<file path="config.mk">
export PLATFORM = sky130hd
export DESIGN_NAME = bfly10_stage
export DESIGN_NICKNAME = d
export VERILOG_FILES = /design/src/rtl/fft_pkg.sv /design/src/rtl/bfly10_lane.sv /design/src/rtl/bfly10_stage.sv
export SDC_FILE = /design/constraint.sdc
export NUM_CORES = 2
export LEC_CHECK = 0
export CAP_MARGIN = 20
export CORE_ASPECT_RATIO = 1.5
export CORE_MARGIN = 2
export CORE_UTILIZATION = 58
export DETAILED_ROUTE_END_ITERATION = 10
export PLACE_DENSITY = 0.81
export SYNTH_ARGS = -nofsm -noshare
export SYNTH_HDL_FRONTEND = slang
export SYNTH_HIERARCHICAL = 1
export SYNTH_SLANG_ARGS = --single-unit
export TNS_END_PERCENT = 50
</file>
<file path="constraint.sdc">
create_clock -name clk -period 12.9 [get_ports clk]
set_clock_uncertainty 0.2 [all_clocks]
set_input_delay 2.58 -clock clk [delete_from_list [all_inputs] [get_ports clk]]
set_output_delay 2.58 -clock clk [all_outputs]
set_load 0.005 [all_outputs]
</file>
<file path="src/rtl/fft_pkg.sv">
// Shared FFT datapath constants and types for the butterfly and twiddle stages.
package fft_pkg;

    localparam int LANES_DEF      = 16;
    localparam int WIDTH_DEF      = 12;
    localparam int HALF_BEATS_DEF = 4;

    typedef logic signed [WIDTH_DEF-1:0] lane_vec_t [LANES_DEF];

    function automatic int beat_cnt_w(input int half_beats);
        return (half_beats < 1) ? 1 : $clog2(2 * half_beats);
    endfunction

    localparam int BEAT_CNT_W = beat_cnt_w(HALF_BEATS_DEF);

endpackage

</file>
<file path="src/rtl/bfly10_lane.sv">
// One complex lane of the radix-2 butterfly: sign-extend both operands one bit, then add and subtract.
module bfly10_lane
    import fft_pkg::*;
#(
    parameter int WIDTH = WIDTH_DEF
) (
    input  logic signed [WIDTH-2:0] i_a_re,
    input  logic signed [WIDTH-2:0] i_a_im,
    input  logic signed [WIDTH-2:0] i_b_re,
    input  logic signed [WIDTH-2:0] i_b_im,
    output logic signed [WIDTH-1:0] o_sum_re,
    output logic signed [WIDTH-1:0] o_sum_im,
    output logic signed [WIDTH-1:0] o_diff_re,
    output logic signed [WIDTH-1:0] o_diff_im
);

    logic signed [WIDTH-1:0] w_a_re;
    logic signed [WIDTH-1:0] w_a_im;
    logic signed [WIDTH-1:0] w_b_re;
    logic signed [WIDTH-1:0] w_b_im;

    assign w_a_re = {i_a_re[WIDTH-2], i_a_re};
    assign w_a_im = {i_a_im[WIDTH-2], i_a_im};
    assign w_b_re = {i_b_re[WIDTH-2], i_b_re};
    assign w_b_im = {i_b_im[WIDTH-2], i_b_im};

    // One extra bit of headroom makes both results exact.
    assign o_sum_re  = w_a_re + w_b_re;
    assign o_sum_im  = w_a_im + w_b_im;
    assign o_diff_re = w_a_re - w_b_re;
    assign o_diff_im = w_a_im - w_b_im;

endmodule

</file>
<file path="src/rtl/bfly10_stage.sv">
// Radix-2 butterfly stage: buffers the first half-frame, then pairs each second-half beat
// with the beat HALF_BEATS earlier and registers sum/diff blocks for the twiddle stage.
module bfly10_stage
    import fft_pkg::*;
#(
    parameter int WIDTH      = WIDTH_DEF,
    parameter int LANES      = LANES_DEF,
    parameter int HALF_BEATS = HALF_BEATS_DEF
) (
    input  logic                            clk,
    input  logic                            rst,
    input  logic                            din_valid,
    input  logic signed [WIDTH-2:0]         din_re       [LANES],
    input  logic signed [WIDTH-2:0]         din_im       [LANES],
    output logic                            bfly_valid,
    output logic [$clog2(HALF_BEATS)-1:0]   bfly_blk_idx,
    output logic signed [WIDTH-1:0]         bfly_sum_re  [LANES],
    output logic signed [WIDTH-1:0]         bfly_sum_im  [LANES],
    output logic signed [WIDTH-1:0]         bfly_diff_re [LANES],
    output logic signed [WIDTH-1:0]         bfly_diff_im [LANES]
);

    // state | meaning
    // FILL  | beat_cnt < HALF_BEATS, storing first-half beats into the buffer
    // CALC  | beat_cnt >= HALF_BEATS, emitting one sum/diff block per valid beat
    localparam int CW = beat_cnt_w(HALF_BEATS);
    localparam int IW = $clog2(HALF_BEATS);

    localparam logic STATE_FILL = 1'b0;
    localparam logic STATE_CALC = 1'b1;

    localparam logic [CW-1:0] HALF      = CW'(HALF_BEATS);
    localparam logic [CW-1:0] LAST_FILL = CW'(HALF_BEATS - 1);
    localparam logic [CW-1:0] LAST_BEAT = CW'(2 * HALF_BEATS - 1);

    logic [CW-1:0] r_beat_cnt;
    logic          r_state;
    logic [IW-1:0] w_k;
    logic [IW-1:0] w_wr_idx;

    logic signed [WIDTH-2:0] r_buf_re [HALF_BEATS][LANES];
    logic signed [WIDTH-2:0] r_buf_im [HALF_BEATS][LANES];

    logic signed [WIDTH-1:0] w_sum_re  [LANES];
    logic signed [WIDTH-1:0] w_sum_im  [LANES];
    logic signed [WIDTH-1:0] w_diff_re [LANES];
    logic signed [WIDTH-1:0] w_diff_im [LANES];

    assign w_k      = IW'(r_beat_cnt - HALF);
    assign w_wr_idx = IW'(r_beat_cnt);

    // Buffer needs no reset: every slot is rewritten in FILL before CALC reads it.
    always_ff @(posedge clk) begin
        if (din_valid && (r_state == STATE_FILL)) begin
            for (int l = 0; l < LANES; l++) begin
                r_buf_re[w_wr_idx][l] <= din_re[l];
                r_buf_im[w_wr_idx][l] <= din_im[l];
            end
        end
    end

    for (genvar g = 0; g < LANES; g++) begin : g_lane
        bfly10_lane #(
            .WIDTH(WIDTH)
        ) u_lane (
            .i_a_re   (r_buf_re[w_k][g]),
            .i_a_im   (r_buf_im[w_k][g]),
            .i_b_re   (din_re[g]),
            .i_b_im   (din_im[g]),
            .o_sum_re (w_sum_re[g]),
            .o_sum_im (w_sum_im[g]),
            .o_diff_re(w_diff_re[g]),
            .o_diff_im(w_diff_im[g])
        );
    end

    always_ff @(posedge clk) begin
        if (rst) begin
            r_beat_cnt   <= '0;
            r_state      <= STATE_FILL;
            bfly_valid   <= 1'b0;
            bfly_blk_idx <= '0;
            for (int l = 0; l < LANES; l++) begin
                bfly_sum_re[l]  <= '0;
                bfly_sum_im[l]  <= '0;
                bfly_diff_re[l] <= '0;
                bfly_diff_im[l] <= '0;
            end
        end else begin
            bfly_valid <= 1'b0;
            if (din_valid) begin
                case (r_state)
                    STATE_FILL: begin
                        r_beat_cnt <= r_beat_cnt + 1'b1;
                        if (r_beat_cnt == LAST_FILL) begin
                            r_state <= STATE_CALC;
                        end
                    end
                    STATE_CALC: begin
                        bfly_valid   <= 1'b1;
                        bfly_blk_idx <= w_k;
                        for (int l = 0; l < LANES; l++) begin
                            bfly_sum_re[l]  <= w_sum_re[l];
                            bfly_sum_im[l]  <= w_sum_im[l];
                            bfly_diff_re[l] <= w_diff_re[l];
                            bfly_diff_im[l] <= w_diff_im[l];
                        end
                        if (r_beat_cnt == LAST_BEAT) begin
                            r_beat_cnt <= '0;
                            r_state    <= STATE_FILL;
                        end else begin
                            r_beat_cnt <= r_beat_cnt + 1'b1;
                        end
                    end
                    default: begin
                        r_beat_cnt <= '0;
                        r_state    <= STATE_FILL;
                    end
                endcase
            end
        end
    end

endmodule

</file>
Word level (Yosys, flattened, before mapping)
Memory sizes are Yosys's and may differ from the RTL's.
Cells that the tools add are included.
- add/subtract/negate cells: 66
- multipliers: 0
- divide/modulo/power cells: 0
- $lt $le $gt $ge: 0
- eq/ne operators: 2
- shift operators: 0
- mux-type cells: 8
- bitwise logic cells: 2
- reductions and logical operators: 3
- operators by type and width (operator ; number):
    adder 11 x 11 -> 12 bit ; 32
    subtractor 11 x 11 -> 12 bit ; 32
    one-hot mux 3 bit (2 select lines) ; 1
    two-way mux 1 bit ; 5
    adder 3 x 1 -> 3 bit, second input constant ; 1
    == test 3 x 2 -> 1 bit, second input constant ; 1
    == test 3 bit, second input constant ; 1
    two-way mux 3 bit ; 1
    NOT 1 bit ; 2
    one-hot mux 1 bit (2 select lines) ; 1
    AND reduction 2 bit ; 1
    OR reduction 2 bit ; 1
    subtractor 2 x 1 -> 2 bit, second input constant ; 1
    logical AND 1 bit ; 1
- flip-flop bits (word level): 775
- latch bits: 0
- bits in writable memories: 1408
- memory bits (read-only): 0
- input port bits: 355
- output and inout port bits: 771
- word-level logic and storage cells: 151
- memories kept: 2
- memories (name ; words ; bits a word ; read ports ; clocked after Yosys merged registers in ; wr ports ; line ; source):
    r_buf_im ; 4 ; 176 ; 1 ; 0 ; 1 ; bfly10_stage.sv:42 ; logic signed [WIDTH-2:0] r_buf_im [HALF_BEATS][LANES];
    r_buf_re ; 4 ; 176 ; 1 ; 0 ; 1 ; bfly10_stage.sv:41 ; logic signed [WIDTH-2:0] r_buf_re [HALF_BEATS][LANES];

Logic depth before layout (Yosys ltp)
- depth in word-level cells: 4
- depth in mapped cells: 14
- depth with buffers taken out: 11

Cells and area by module
Netlist, hierarchy kept.
- by module, submodules not included (module ; instances ; cells each ; area each (um2) ; seq. area each (um2)):
    bfly10_stage ; 1 ; 5380 ; 83787.9 ; 57835.5
    bfly10_lane (g_lane[0].u_lane ...) ; 9 ; 292 ; 2199.6 ; 0.0
    bfly10_lane (g_lane[4].u_lane ...) ; 3 ; 298 ; 2092.0 ; 0.0
    bfly10_lane (g_lane[8].u_lane ...) ; 2 ; 295 ; 2139.6 ; 0.0
    bfly10_lane (g_lane[7].u_lane) ; 1 ; 307 ; 2205.9 ; 0.0
    bfly10_lane (g_lane[11].u_lane) ; 1 ; 306 ; 2187.1 ; 0.0

Worst setup path after synthesis
No wires, ideal clock.
- kind: in2reg
- from: input port din_valid
- to: memory r_buf_im[0][0] (netlist name), enable pin
- library setup time: 761 ps
- arrival time: 11106 ps
- required time: 11939 ps
- setup slack: 833 ps
- cell stages on the path: 4
- path buffers: 2
- path through: buf_2 -> buf_2 -> nor2b_1 -> and2_1
- cells in the longest elaborated chain, start to end: 3
- RTL lines (what ; line ; source):
    from (decl) ; bfly10_stage.sv:12 ; input logic din_valid,
    logical AND 1 bit ; bfly10_stage.sv:54 ; if (din_valid && (r_state == STATE_FILL)) begin
    two-way mux 1 bit ; bfly10_stage.sv:54 ;
    two-way mux 1 bit (implied by the code) ; bfly10_stage.sv:57 ; r_buf_im[w_wr_idx][l] <= din_im[l];
    to (decl) ; bfly10_stage.sv:42 ;
Every way passes these cells.

Worst setup path after layout
- from: input port din_valid
- to: register bfly_diff_im[186] (netlist name)
- cells in the longest elaborated chain, start to end: 1
- RTL lines (what ; line ; source):
    AND reduction 2 bit (no source line) ; n/a ;
    to (signal, indexed assignment) ; bfly10_stage.sv:106 ; bfly_diff_im[l] <= w_diff_im[l];
    to (decl) ; bfly10_stage.sv:20 ; output logic signed [WIDTH-1:0] bfly_diff_im [LANES]
Every way passes these cells.
A chain may end at the register's enable or synchronous reset.

==> summary.txt <==
Worst setup path
  • Crit path largest cell delay: 0.95 ns
  • Kind of critical path: in -> reg
  • CP bufs+invs: 5
  • R2r setup slk: approximately 7.4 ns
  • Crit path required time: between 10 and 15 ns
  • CP Max Fanout: 110
  • R2R Path End: bfly_diff_re[58]$_SDFFE_PP0P_
  • Crit start category: input pin
  • Cell count along the critical path: 7
  • Slowest CP cell: buf_4
  • CP dominant cell by count: buf_4
  • Worst EP arrival: 6.94 ns
  • CP Capture Type: register
  • CP Launch Point: din_valid
  • Delay-heaviest family, CP: buffers and inverters
  • Critical path, cell by cell: buf_8 -> buf_4 -> buf_4 -> buf_4 -> buf_4 -> a21bo_2 -> a21oi_1
  • Worst Setup EP: bfly_diff_im[186]$_SDFFE_PP0P_
  • FF-to-FF path depth: 13

Cells and area
  • Final net count: around 12000
  • # fillers: about 15000
  • Non-filler cells, final: about 14000
  • Final core utilization: between 60% and 70%
  • Most frequent cells in the layout: 1408 x edfxtp_1, 1123 x clkdlybuf4s50_1, 1102 x a21oi_1
  • Multi-input gate area: around 54000 µm²
  • Layout area overhead: 15.68%
  • FF/Latch Area: between 50000 and 60000 µm²
  • Layout cells sized above 1: between 10% and 20%
  • Commonest non-fill, non-tap cell in the layout: edfxtp_1

Power
  • Pwr Total: 18.30 mW
  • Cell area power density: 133.4 nW/µm²
  • LEAKAGE: about 50 nW
  • Peak supply drop: approximately 0.14 mV

Hold path
  • Hold crit path type: reg -> reg
  • Min-delay src: r_beat_cnt[2]$_SDFFE_PP0P_

CTS
  • Setup Buffers After CTS: 0
  • Reg clk slew, reported paths: ~0.070 ns
  • Hold Buf Count CTS: 0
  • Post_cts resized: 0
  • Clock buffer depth: 4
  • CTS tree: done
  • H-tree depth: 4
  • Root Buffer: clkbuf_16
  • Clock Sinks: approximately 2200
  • Clock insertion delay at the later pin of the skew report: approximately 0.86 ns
  • CTS Buf Count: around 210

Place
  • Detailed placer's ending HPWL: roughly 240 mm
  • Cell count after placement: around 13000
  • I/O Buffers: 1125
  • Final RePlAce weighted congestion: between 0.9 and 1

Global route
  • Number of global-route vias before repair: just over 80000
  • Largest net degree at the start of global routing: 261
  • Initial antenna violation count: about 140
  • GRT Overall Usage: a little under a third
  • First-pass GRT wire length: roughly 500 mm
  • GR Overflow Total: 0

Drt
  • DR vias: around 83000
  • Via density: between 6 and 7
  • Final ANT Viol Nets: 0
  • DRC viols: 0
  • Initial DRC count: about 7200
  • Drt pass-1 iters: 6
  • WL final: around 340 mm
  • Avg WL per Cell: about 25 µm

Die
  • Starting Density: roughly three fifths
  • Chip Height: 557.7 µm
  • Core area: ~200000 µm²
  • FP Rows: slightly above 200
  • # IOs: 1126
  • Die ar.: between 200000 and 250000 µm²
  • Die X: approximately 370 µm

Timing
  • Final hold violation count: 0
  • Unrepaired setup endpoints after global routing: false
  • Max Freq: about 160 MHz
  • Final setup violation count: 0
  • Max_slew headroom: -5.013%
  • Slew Limit Fails: approximately 100
  • Worst Tran Pin Value: approximately 1.6 ns
  • Final period utilization: 49.93%
  • TNS Setup: 0 ns
  • Fin crit period: 6.441 ns

Synth
  • Register area share after synthesis: roughly half
  • Cell taking the most area after synthesis: edfxtp_1
  • Flops & latches, synth: roughly 2200
  • Mapped Area: ~120000 µm²
  • Synth unique cells: 97
  • Most used DFF post-synth: edfxtp_1
  • EDFF count, synth: roughly 1400
  • Avg Cell Area, Syn: 11.73 µm²
  • Top-area cell type share of the netlist area: between 30 and 40%
  • YS warnings: 6
  • Post-synth ARST share: 0%
  • Top cells by area, synth: edfxtp_1 36%, dfxtp_1 13%, ha_1 7.5%
  • Cells after Synth: a little over 10000
  • Syn_nets: ~11000

Outcome
  • Violated checks: max-slew violations
  • Outcome: finished with violations

Run
  • Number of max-cap violations: 0
-- report_power, final --
part           internal [mW]  switching (mW)  total, mW
clock network           3.62            2.75       6.37
logic                   1.66            2.55       4.21
registers               7.66          0.0659       7.72
total                   12.9            5.37       18.3
-- state kept, by name, indices dropped and copies added, names as in the netlist, named ones only --
signal / flops
bfly_blk_idx: 2
bfly_diff_im: 192
bfly_diff_re: 192
bfly_sum_im: 192
bfly_sum_re: 192
bfly_valid: 1
r_beat_cnt: 3
r_buf_im: 704
r_buf_re: 704
-- routing by layer --
metal / wire length (µm) / global-route usage (%) / vias to the layer above
met3: 28380 / 8.204 / 713
met2: 165900 / 53.53 / 2967
met4: 17340 / 15.45 / 94
met5: 628 / 0 / -
met1: 125300 / 36.90 / 41290
li1: - / - / 38110
-- worst reg2reg max path: cells and delay by family (launching register included) --
kind | cells | cell delay [ns]
AO/OA/AOI/OAI | 3 | 0.67
XOR/XNOR | 1 | 0.47
adder cells (fa/ha/maj) | 2 | 0.63
AND/OR/NAND/NOR | 3 | 0.47
multiplexers | 1 | 0.44
buffers and inverters | 3 | 1.67
flip-flops | 1 | 0.86
-- Yosys cell counts (162+ instances only) --
cell type	count
a21bo_2	770
nand3_1	806
a21oi_1	1102
xnor2_1	358
nor2b_1	162
edfxtp_1	1408
dfxtp_1	777
xor2_1	181
nor2_1	396
clkbuf_1	259
mux4_2	352
ha_1	709
inv_1	775
nand2_1	186
buf_2	282
-- worst min path at each step --
| stage | to | slack, ns | cells past startpoint |
|---|---|---|---|
| after floorplan | register | 0.26 | 1 |
| after global placement | register | 0.27 | 1 |
| after detailed placement | register | 0.29 | 1 |
| after CTS | register | 0.30 | 1 |
| after global routing | register | 0.34 | 1 |
| final | register | 0.31 | 1 |
-- per-stage QoR --
step | instance area (µm²) | hold WS, ns | setup slack, ns
after global routing | 137000 | 0.3356 | 6.279
after floorplan | 118500 | 0.2630 | 0.8328
after global placement | 129800 | 0.2706 | 5.870
after detailed placement | 129800 | 0.2923 | 5.764
final | 137100 | 0.3113 | 6.459
after CTS | 136900 | 0.3023 | 6.695
-- cell type report --
type | instances | area share (%)
Timing Repair Buffer | 1185 | 8.699
Sequential cell | 2185 | 42.19
Clock inverter | 131 | 0.9864
Antenna cell | 85 | 0.1551
Multi-Input combinational cell | 6389 | 39.22
Tap cell | 2665 | 2.432
Clock buffer | 256 | 4.195
Inverter | 777 | 2.127
-- cell families after synthesis --
| group | count (synthesis) | share of synthesized area [%] |
|---|---|---|
| AO/OA/AOI/OAI | 2812 | 17.98 |
| XOR/XNOR | 539 | 3.983 |
| adder cells (fa/ha/maj) | 773 | 8.565 |
| buffers and inverters | 1531 | 5.845 |
| flip-flops | 2185 | 48.79 |
| multiplexers | 353 | 6.698 |
| AND/OR/NAND/NOR | 1912 | 8.142 |
Note: power is estimated with default switching activity, not from simulation.
